<file path="src/rtl/elevator_call_panel.sv">
// elevator_call_panel
// Request side of the elevator pair. Latches call-button presses into a
// pending set, picks the next floor in SCAN order (nearest pending floor in
// the current travel direction, reversing only when nothing is ahead), and
// presents it to the car controller as a one-hot floor_req. The request is
// held through arrival plus a dwell period and then retired. If the car never
// arrives within the timeout, the request is dropped and a sticky fault is
// raised.
//
// Ports
//   clk        system clock, rising edge
//   reset      asynchronous active-low reset
//   btn        call buttons, level, bit i = floor i+1
//   floor_pos  one-hot car position (0 / multi-hot = between floors)
//   floor_req  one-hot request to the car controller, 0 = none
//   pending    outstanding calls (button lamps)
//   dir_up     current scan direction, 1 = up
//   busy       FSM is not idle
//   fault      sticky timeout flag
//
// state   | meaning
// --------+------------------------------------------------------------
// S_IDLE  | no request out; clear call at current floor, pick next target
// S_ISSUE | one cycle: drive floor_req for the latched target, clear timer
// S_WAIT  | request out, waiting for floor_pos to match; timeout counting
// S_DWELL | car arrived; hold request for DWELL_CYCLES, then retire

module elevator_call_panel #(
    parameter int N_FLOORS       = 5,
    parameter int DWELL_CYCLES   = 4,
    parameter int TIMEOUT_CYCLES = 64
) (
    input  logic                clk,
    input  logic                reset,
    input  logic [N_FLOORS-1:0] btn,
    input  logic [N_FLOORS-1:0] floor_pos,
    output logic [N_FLOORS-1:0] floor_req,
    output logic [N_FLOORS-1:0] pending,
    output logic                dir_up,
    output logic                busy,
    output logic                fault
);

    localparam int CW = (N_FLOORS > 1) ? $clog2(N_FLOORS) : 1;
    localparam int TW = $clog2(TIMEOUT_CYCLES);
    localparam int DW = (DWELL_CYCLES > 1) ? $clog2(DWELL_CYCLES) : 1;
    localparam logic [TW-1:0] TIMER_LAST = TW'(TIMEOUT_CYCLES - 1);
    localparam logic [DW-1:0] DWELL_LAST = DW'(DWELL_CYCLES - 1);

    typedef enum logic [1:0] {S_IDLE, S_ISSUE, S_WAIT, S_DWELL} state_t;

    state_t              state, state_n;
    logic [N_FLOORS-1:0] btn_q, rise, set_mask, clr_mask, pending_n, floor_req_n;
    logic [N_FLOORS-1:0] cur_bit, tgt_bit;
    logic [CW-1:0]       cur_q, cur_n, pos_idx, tgt, tgt_n;
    logic [CW-1:0]       up_idx, dn_idx, sel_idx;
    logic                up_found, dn_found, sel_found, sel_flip;
    logic [TW-1:0]       timer, timer_n;
    logic [DW-1:0]       dwell, dwell_n;
    logic                dir_up_n, fault_n;

    assign rise    = btn & ~btn_q;
    assign cur_bit = N_FLOORS'(1) << cur_q;
    assign tgt_bit = N_FLOORS'(1) << tgt;
    assign busy    = (state != S_IDLE);

    // Position only updates on a clean one-hot reading; between floors the
    // last known floor is kept.
    always_comb begin
        pos_idx = '0;
        for (int i = 0; i < N_FLOORS; i++) begin
            if (floor_pos[i]) pos_idx = CW'(i);
        end
        cur_n = $onehot(floor_pos) ? pos_idx : cur_q;
    end

    // Nearest pending floor above and below the current floor.
    always_comb begin
        up_found = 1'b0;
        up_idx   = '0;
        dn_found = 1'b0;
        dn_idx   = '0;
        for (int i = N_FLOORS - 1; i >= 0; i--) begin
            if (pending[i] && (i > int'(cur_q))) begin
                up_found = 1'b1;
                up_idx   = CW'(i);
            end
        end
        for (int i = 0; i < N_FLOORS; i++) begin
            if (pending[i] && (i < int'(cur_q))) begin
                dn_found = 1'b1;
                dn_idx   = CW'(i);
            end
        end
        sel_found = up_found | dn_found;
        sel_flip  = 1'b0;
        if (dir_up) begin
            sel_idx  = up_found ? up_idx : dn_idx;
            sel_flip = ~up_found & dn_found;
        end else begin
            sel_idx  = dn_found ? dn_idx : up_idx;
            sel_flip = ~dn_found & up_found;
        end
    end

    always_comb begin
        state_n     = state;
        tgt_n       = tgt;
        floor_req_n = floor_req;
        timer_n     = timer;
        dwell_n     = dwell;
        dir_up_n    = dir_up;
        fault_n     = fault;
        set_mask    = rise;
        clr_mask    = '0;
        case (state)
            S_IDLE: begin
                // The car is already at cur_q, so a call there is served on
                // the spot rather than queued.
                set_mask    = rise & ~cur_bit;
                clr_mask    = cur_bit;
                floor_req_n = '0;
                if (sel_found) begin
                    tgt_n   = sel_idx;
                    state_n = S_ISSUE;
                    if (sel_flip) dir_up_n = ~dir_up;
                end
            end
            S_ISSUE: begin
                floor_req_n = tgt_bit;
                timer_n     = '0;
                state_n     = S_WAIT;
            end
            S_WAIT: begin
                timer_n = timer + 1'b1;
                if (floor_pos == floor_req) begin
                    dwell_n = '0;
                    state_n = S_DWELL;
                end else if (timer == TIMER_LAST) begin
                    fault_n     = 1'b1;
                    clr_mask    = tgt_bit;
                    floor_req_n = '0;
                    state_n     = S_IDLE;
                end
            end
            S_DWELL: begin
                set_mask = rise & ~cur_bit;
                dwell_n  = dwell + 1'b1;
                if (dwell == DWELL_LAST) begin
                    clr_mask    = tgt_bit;
                    floor_req_n = '0;
                    state_n     = S_IDLE;
                end
            end
            default: state_n = S_IDLE;
        endcase
        // Clear has priority over a same-cycle press.
        pending_n = (pending | set_mask) & ~clr_mask;
    end

    always_ff @(posedge clk or negedge reset) begin
        if (!reset) begin
            state     <= S_IDLE;
            btn_q     <= '0;
            pending   <= '0;
            floor_req <= '0;
            cur_q     <= '0;
            tgt       <= '0;
            timer     <= '0;
            dwell     <= '0;
            dir_up    <= 1'b1;
            fault     <= 1'b0;
        end else begin
            state     <= state_n;
            btn_q     <= btn;
            pending   <= pending_n;
            floor_req <= floor_req_n;
            cur_q     <= cur_n;
            tgt       <= tgt_n;
            timer     <= timer_n;
            dwell     <= dwell_n;
            dir_up    <= dir_up_n;
            fault     <= fault_n;
        end
    end

endmodule
</file>
<file path="config.mk">
export PLATFORM = sky130hd
export DESIGN_NAME = elevator_call_panel
export DESIGN_NICKNAME = d
export VERILOG_FILES = /design/src/rtl/elevator_call_panel.sv
export SDC_FILE = /design/constraint.sdc
export NUM_CORES = 1
export LEC_CHECK = 0
export CAP_MARGIN = 20
export CORE_MARGIN = 2
export CORE_UTILIZATION = 55
export DETAILED_ROUTE_END_ITERATION = 6
export HOLD_SLACK_MARGIN = 0.15
export PLACE_DENSITY = 0.88
export SLEW_MARGIN = 10
export SYNTH_ARGS = -nofsm -noshare
export SYNTH_HDL_FRONTEND = slang
export SYNTH_SLANG_ARGS = --single-unit
</file>
<file path="constraint.sdc">
create_clock -name clk -period 2.3 [get_ports clk]
set_clock_uncertainty 0.1 [all_clocks]
set_input_delay 0.46 -clock clk [delete_from_list [all_inputs] [get_ports clk]]
set_output_delay 0.46 -clock clk [all_outputs]
set_load 0.05 [all_outputs]
</file>
==> flow_summary.json <==
{
  "critPathSlowestCell": "clkdlybuf4s50_1",
  "io_pins": 25,
  "finalSetupViolations": 0,
  "routedWlPerCell_um": 14.4,
  "tritoncts": "yes",
  "cp.arrival_ns": 1.68,
  "critPathMaxStageDelay_ns": 0.85,
  "crit_path_cell_trace": "clkdlybuf4s50_1",
  "crit_path_end_kind": "output pin",
  "overflow": 0,
  "synthArstFlopShare_pct": 100,
  "post-cts-setup-buffer-count": 0,
  "netlist-cell-type-count": 50,
  "crit_family": "buffers and inverters",
  "drive_above_1_share_pct": 18.0,
  "seqCellArea_um2": 827,
  "cp_max_fo": 9,
  "hold_path.class": "reg -> reg",
  "tightest_slew_ns": 0.500,
  "row_count": 21,
  "cts_sinks": 33,
  "leakage_nw": 1.07,
  "clk_pin_slew_worst_paths_ns": 0.11,
  "cp.required_ns": 1.74,
  "antenna_found_initial": 0,
  "grt_pass1_vias": 1695,
  "first_iter_violations": 155,
  "grt_pass1_wl_um": 7510,
  "syn_area_per_cell_um2": 9.40,
  "grt_usage_pct": 23.0,
  "peakVddDrop_v": 0.000668,
  "cts-root-buf": "clkbuf_4",
  "area_growth_pct": 21.9,
  "rsz0062_at_grt": "no",
  "die_x_um": 64.4,
  "clk_latency_ns": 0.34,
  "num_vias": 1709,
  "run_status": "completed",
  "drv_cap": 0,
  "finalHoldViolCount": 0,
  "antenna_cells": 0,
  "yosysWarnings": 0,
  "p_per_area_nw_per_um2": 1340,
  "synth_edf_count": 0,
  "synth_area_um2": 2000,
  "final_util_pct": 71.5,
  "core_um2": 3420,
  "syn_nets": 235,
  "worst-path-buf-inv": 1,
  "maxSlewHeadroom_pct": 66.6,
  "finalCritPeriodShare_pct": 97.6,
  "drc": 0,
  "initial_utilization_pct": 58.6,
  "post-route-min-period_ns": 2.24,
  "cts_buffer_depth": 2,
  "htree_levels": 2,
  "die_h_um": 64.4,
  "critPathLaunchType": "flip-flop",
  "crit_type": "reg -> out",
  "final_nets": 271,
  "cts_hold_buf": 0,
  "ys_ff_latch": 33,
  "seq_area_frac_synth_pct": 41.3,
  "synth_top_flop_cell": "dfrtp_1",
  "syn_inst": 213,
  "ant_nets": 0,
  "final_max_slew_viol_count": 0,
  "routed_wirelength_um": 4270,
  "multiInputGateArea_um2": 1090,
  "port_buffers": 24,
  "report.power.total_w": 0.00326,
  "vias_per_cell": 5.77,
  "cts_made_buffers": 5,
  "first_pass_iters": 4,
  "routabilityCongestion": 0.856,
  "die_area_um2": 4140,
  "n_fill_cell": 276,
  "grt_max_degree": 34,
  "hpwlAfterDp_um": 3170,
  "fmax_mhz": 446
}
layout by cell type (no fill, tap or decap), drive strengths merged, types with 3 or more instances in the layout:
cell type,synthesis,routed
dfrtp,32,32
nand2,17,17
clkdlybuf4s50,0,17
inv,17,17
buf,3,17
nor2,14,14
o21ai,12,12
a21oi,11,11
mux2,8,8
ha,8,8
clkbuf,6,7
nand3,6,6
a31oi,6,6
xnor2,5,5
nor2b,5,5
nor3,5,5
a211oi,4,4
nand2b,4,4
o22ai,4,4
or3,4,4
o31ai,4,4
o32ai,3,3
mux2i,3,3
dlymetal6s2s,0,3
state kept, by name, indices dropped and copies added (netlist names):
| signal | count |
|---|---|
| btn_q | 5 |
| cur_q | 3 |
| dir_up | 1 |
| dwell | 2 |
| fault | 1 |
| floor_req | 5 |
| pending | 5 |
| state | 2 |
| tgt | 3 |
| timer | 6 |
metal layers:
metal	wire length, um	global-route usage, %	up-vias
li1	-	-	840
met1	1990	31.9	820
met2	2010	36.6	42
met3	207	3.87	7
met4	68	8.24	0
met5	0	0	-
worst paths after layout:
check                           startpoint         end  slack, ns  depth (start not counted)
worst min-delay path                 fault       fault       0.39                          1
min in group asynchronous            reset  pending[0]       0.40                          2
worst max-delay path            pending[2]  pending[2]       0.06                          1
worst min register to register       fault       fault       0.39                          1
max in group asynchronous            reset      dir_up       1.35                          2
worst max register to register    state[0]    state[1]       0.22                          6
cell families (layout without fill, tap and decap cells):
kind of cell | count (synthesis) | in the layout | synth area share (%)
xor+xnor | 7 | 7 | 3.06
compound gates | 60 | 60 | 21.1
fa+ha+maj | 10 | 10 | 7.00
flops | 33 | 33 | 41.3
buf+inv | 26 | 63 | 5.18
mux | 11 | 11 | 6.00
simple gates | 66 | 66 | 16.4
layout make-up:
cell class              count  area share (%)
multi-input cells         154            44.6
flip-flops and latches     33            33.9
repair buffers             38            14.5
inverters                  17            2.61
well taps                  46            2.36
clock buffers               7            1.84
clock inverters             1           0.205
stage by stage:
step,instance area [um^2],setup slack [ns],setup TNS [ns],hold slack [ns],cells
after detailed placement,2380,-0.685,-3.41,0.363,288
after CTS,2430,0.0106,0,0.389,296
final,2440,0.0555,0,0.387,296
after floorplan,2010,-0.125,-0.312,0.0644,213
after global placement,2380,-0.608,-2.88,0.354,288
after global routing,2440,0.000373,0,0.428,296
what timing repair did:
item	in CTS	in global routing
gates resized for setup	15	4
pin swaps	5	1
hold endpoints to repair	0	0
setup endpoints to repair	3	4
cells in the mapped netlist, types with 5 or more instances:
library cell,instances,area share [%]
a21oi_1,10,2.5
a31oi_1,5,1.6
clkbuf_1,6,1.1
dfrtp_1,32,40
ha_1,8,5.0
inv_1,17,3.2
mux2_2,8,4.5
nand2_1,17,3.2
nand3_1,6,1.5
nor2_1,14,2.6
nor2b_1,5,1.6
nor3_1,5,1.2
o21ai_0,12,3.0
xnor2_1,5,2.2
power by group:
part	leakage [nW]	internal [W]	switching, W
clock	0.0293	0.000119	0.000187
sequential	0.408	0.000758	0.000256
combinational	0.635	0.000832	0.00111
(Power assumes the default switching activity.)
